[src/rtl/fetch_pc_sequencer.sv]
// Fetch-stage program-counter controller: owns the PC register, selects the
// next PC, sequences the two-cycle interrupt entry, and tracks LDM immediates.
module fetch_pc_sequencer #(
  parameter logic [31:0] RESET_VECTOR = 32'h0000_0020,
  parameter logic [31:0] INT_VECTOR   = 32'h0000_0000
) (
  input  logic        clk,
  input  logic        reset,
  input  logic        stall,
  input  logic        branch_taken,
  input  logic [31:0] branch_target,
  input  logic        ret_valid,
  input  logic [31:0] ret_pc,
  input  logic        int_req,
  input  logic        is_ldm,
  output logic [31:0] pc,
  output logic [31:0] pc_plus1,
  output logic        imm_slot,
  output logic        flush,
  output logic        push_valid,
  output logic [31:0] push_pc,
  output logic        int_ack
);

  typedef enum logic [1:0] {
    RUN      = 2'd0,
    INT_SAVE = 2'd1,
    INT_JUMP = 2'd2
  } state_t;

  state_t state;
  logic   int_pending;
  logic   int_go;
  logic   redirect;

  // Next-PC decisions and the single-cycle pulses decoded from the current state.
  always_comb begin
    pc_plus1   = pc + 32'd1;
    // An interrupt may only be taken between instructions, never between an
    // LDM and its immediate word.
    int_go     = (int_pending | int_req) & ~imm_slot & ~is_ldm;
    redirect   = (state == RUN) & ~stall & ~int_go & (ret_valid | branch_taken);
    flush      = ~reset & (redirect | (state == INT_SAVE) | (state == INT_JUMP));
    push_valid = ~reset & (state == INT_SAVE);
    int_ack    = ~reset & (state == INT_JUMP);
  end

  // PC register, interrupt-entry FSM, pending flag and immediate-slot tracking.
  always_ff @(posedge clk) begin
    if (reset) begin
      state       <= RUN;
      pc          <= RESET_VECTOR;
      imm_slot    <= 1'b0;
      int_pending <= 1'b0;
      push_pc     <= '0;
    end else begin
      if (state == INT_JUMP) begin
        int_pending <= 1'b0;
      end else if (int_req) begin
        int_pending <= 1'b1;
      end

      case (state)
        RUN: begin
          if (!stall) begin
            if (int_go) begin
              // pc is held through INT_SAVE, so capturing it here gives the
              // first unexecuted instruction as the return address.
              state   <= INT_SAVE;
              push_pc <= pc;
            end else if (ret_valid) begin
              pc       <= ret_pc;
              imm_slot <= 1'b0;
            end else if (branch_taken) begin
              pc       <= branch_target;
              imm_slot <= 1'b0;
            end else begin
              pc       <= pc_plus1;
              imm_slot <= is_ldm & ~imm_slot;
            end
          end
        end
        INT_SAVE: begin
          state <= INT_JUMP;
        end
        INT_JUMP: begin
          pc       <= INT_VECTOR;
          imm_slot <= 1'b0;
          state    <= RUN;
        end
        default: begin
          state <= RUN;
        end
      endcase
    end
  end

endmodule

[config.mk]
export PLATFORM = sky130hd
export DESIGN_NAME = fetch_pc_sequencer
export DESIGN_NICKNAME = d
export VERILOG_FILES = /design/src/rtl/fetch_pc_sequencer.sv
export SDC_FILE = /design/constraint.sdc
export NUM_CORES = 1
export LEC_CHECK = 0
export CORE_MARGIN = 1
export CORE_UTILIZATION = 47
export CTS_BUF_LIST = sky130_fd_sc_hd__clkbuf_8
export CTS_CLUSTER_SIZE = 12
export DETAILED_ROUTE_END_ITERATION = 16
export PLACE_DENSITY = 0.88
export SETUP_SLACK_MARGIN = 0.15
export SLEW_MARGIN = 40
export SYNTH_ARGS = -nofsm -noshare
export SYNTH_HDL_FRONTEND = slang
export SYNTH_SLANG_ARGS = --single-unit
[constraint.sdc]
create_clock -name clk -period 3.5 [get_ports clk]
set_input_delay 0.35 -clock clk [delete_from_list [all_inputs] [get_ports clk]]
set_output_delay 0.35 -clock clk [all_outputs]
set_load 0.05 [all_outputs]
==> run_results.csv <==
group,metric,value,unit
timing,grt_setup_unrepaired,"no",
run_status,status,"finished clean",
placed_design,port-buffer-count,170,
floorplan,die_x,92.2,um
synth,synth_area_leader_cell,"dfxtp_1",
setup_path,worstPathMaxFanout,9,
power,p_per_area,375,nW/um^2
setup_path,r2r_setup_slack,1060,ps
synth,postSynth.asyncResetShare,0,
worst_hold_path,worstHoldStart,"push_pc[17]$_SDFFE_PP0P_",
synth,syn-num-nets,568,
clocking,hold_buffers,0,
setup_path,cp_slowest_cell,"dlygate4sd2_1",
setup_path,crit_chain,"ha_1 > nand3_1 > nor3_1 > nand2_1 > or3_1 > nand2_1 > dlygate4sd2_1",
synth,post-synth-top-count-cell,"nand2_1",
floorplan,initial_utilization,0.490,
timing,relSlewSlack,0.439,
route,finalWirelength,14500,um
setup_path,cp_slowest_stage_delay,550,ps
route,wl_per_cell,19.0,um
synth,yosysSeqAreaShare,0.356,
clocking,cts-buffers-inserted,9,
route,drtIter0Drc,427,
global_routing,antenna_found_initial,0,
worst_hold_path,hold_end,"push_pc[17]$_SDFFE_PP0P_",
route,vias,4651,
power,vdd_drop_max,0.211,mV
floorplan,fp.coreArea,7810,um^2
timing,final.period_utilization,0.918,
global_routing,grt_usage,0.342,
synth,yosys-top-cells-area,"dfxtp_1 36%, nand2_1 8.8%, a21oi_1 5.4%",
clocking,cts-root-buf,"clkbuf_8",
finish,diodes,0,
timing,tns,0,ps
global_routing,grt_max_degree,34,
clocking,cts.sinks,68,
placed_design,gp_congestion,0.910,
clocking,clk_pin_slew,80,ps
setup_path,r2r-start,"state[1]$_SDFFE_PP0P_",
finish,post-route-util,0.749,
setup_path,cp.required,3150,ps
global_routing,grt_pass1_wl,22500,um
timing,skew,10.4,ps
synth,ys_top_cells_by_count,"90 x nand2_1, 68 x dfxtp_1, 41 x a21oi_1",
setup_path,regToRegEndpoint,"pc[21]$_SDFFE_PP0P_",
finish,area_delta_synth_final,52.9,%
finish,nets,724,
timing,slew_violations,0,
timing,setup_viol,0,
floorplan,ios,171,
floorplan,die_area,8510,um^2
synth,ys_types,59,
clocking,clk_latency,360,ps
worst_hold_path,hold_path_class,"reg2reg",
synth,syn_avg_cell_area,7.71,um^2
finish,fillers,579,
timing,worst_pin_slew,835,ps
setup_path,arrival,2860,ps
power,leakage,2.36,nW
worst_hold_path,hold_path_depth,2,
synth,synthFlopType,"dfxtp_1",
synth,yosysTopAreaCellShare,0.356,
flow_run,maxCapViolCount,0,
setup_path,end_kind,"output pin",
setup_path,path_class,"reg2out",
setup_path,reg2regPathDepth,5,
global_routing,grt-ovfl-total,0,
clocking,cts_buffer_depth,2,
synth,synth_area,3830,um^2
clocking,cts_tree,"built",
route,drc,0,
setup_path,cpMostUsedCell,"nand2_1",
synth,synth_warnings,0,
timing,period_minus_slack,3210,ps
finish,drive_above_1_share,0.0807,
global_routing,first_global_vias,4506,
synth,synthCells,496,
synth,ys_ff_latch,68,
synth,synth_enable_flop_cells,0,
route,antenna_left,0,
clocking,cts_max_level,3,
floorplan,fp-row-count,32,
timing,fmax,0.311,GHz
setup_path,critPathLaunchType,"flop",
route,vias_per_cell,6.13,
floorplan,dieHeight,92.2,um
route,drt-pass1-iter-count,5,
placed_design,dpl.hpwl,10500,um
timing,final-hold-violation-count,0,
## placed cells by master, fill, tap and decap left out, types with 3 or more instances in the layout
| cell | n |
|---|---|
| nor4_1 | 6 |
| nand2b_1 | 8 |
| or2_2 | 4 |
| dlymetal6s2s_1 | 13 |
| nand4_1 | 8 |
| a221o_1 | 9 |
| o2111ai_1 | 3 |
| a31o_1 | 5 |
| o31ai_1 | 9 |
| buf_4 | 17 |
| xor2_1 | 16 |
| a311oi_1 | 3 |
| and2_1 | 3 |
| o211ai_1 | 4 |
| o21ai_0 | 13 |
| xnor2_1 | 12 |
| and4_1 | 4 |
| a21oi_1 | 41 |
| nor3_2 | 4 |
| a22o_1 | 4 |
| nor2_1 | 29 |
| nor3_1 | 12 |
| mux2i_1 | 4 |
| clkbuf_8 | 9 |
| a22oi_1 | 9 |
| nor4_2 | 3 |
| inv_1 | 8 |
| dfxtp_1 | 68 |
| nand2_1 | 90 |
| nand3_1 | 35 |
| o21a_1 | 4 |
| clkdlybuf4s50_1 | 152 |
| and3_1 | 5 |
## cell type report
type	instances	area (um^2)	area share
Clock inverter	7	92.6	0.0158
Sequential cell	68	1360	0.233
Clock buffer	9	124	0.0212
Inverter	8	30.0	0.00513
Multi-Input combinational cell	381	2290	0.391
Tap cell	102	128	0.0218
Timing Repair Buffer	184	1830	0.312
## layer usage
layer | part of all wire | global-route usage
met5 | 0 | 0
met4 | 0.043 | 0.193
met3 | 0.11 | 0.0763
met2 | 0.46 | 0.541
met1 | 0.38 | 0.427
## report_power, final
| part | switching, mW | leakage, nW | internal (mW) | total [mW] |
|---|---|---|---|---|
| sequential | 0.0587 | 0.553 | 0.806 | 0.865 |
| clock | 0.316 | 0.107 | 0.398 | 0.714 |
| combinational | 0.384 | 1.70 | 0.233 | 0.617 |
## stage by stage
step | cells | power (mW) | instance area, um^2 | setup WS [ps] | hold WS (ps)
floorplan | 496 | 1.23 | 3830 | 334 | 488
global placement | 743 | 1.48 | 5600 | 585 | 441
detailed placement | 743 | 1.49 | 5600 | 507 | 447
CTS | 759 | 2.19 | 5820 | 159 | 458
global route | 759 | 2.27 | 5850 | 157 | 476
finish | 759 | 2.20 | 5850 | 286 | 457
## state kept, by name (all words and copies together) (netlist names)
signal       flops
pc              32
push_pc         32
state            2
imm_slot         1
int_pending      1
## worst max-delay path: cells and delay by family (launching register included)
kind / cells / cell delay, ps
adders and majority gates: 1 / 260
and+or+nand+nor: 5 / 1200
buffers and inverters: 1 / 550
DFF: 1 / 500
## cells by family (layout without fill, tap and decap cells)
| kind of cell | after synthesis | in the layout | share of synthesized area |
|---|---|---|---|
| AOI/OAI and AO/OA | 124 | 124 | 0.223 |
| xor gates and xnor gates | 28 | 28 | 0.0641 |
| adders and majority gates | 1 | 1 | 0.00327 |
| buffers and inverters | 47 | 208 | 0.0494 |
| DFF | 68 | 68 | 0.356 |
| muxes | 4 | 4 | 0.0105 |
| and+or+nand+nor | 224 | 224 | 0.294 |
## how the worst max path moves through the flow
stage / from / endpoint
floorplan: imm_slot$_SDFFE_PP0P_ / flush
detailed placement: pc[0]$_SDFFE_PP0P_ / pc_plus1[20]
CTS: pc[0]$_SDFFE_PP0P_ / pc_plus1[10]
global placement: pc[0]$_SDFFE_PP0P_ / pc_plus1[20]
finish: pc[0]$_SDFFE_PP0P_ / pc_plus1[20]
global route: pc[0]$_SDFFE_PP0P_ / pc_plus1[20]
## repair_timing
action | 4_1_cts | 5_1_grt
endpoints found under the setup margin | 1 | 13
cloned | 0 | 0
buffers inserted | 0 | 0
gates resized for setup | 1 | 13
pin swaps | 0 | 0
No activity file was read; power rests on OpenSTA's default activity.
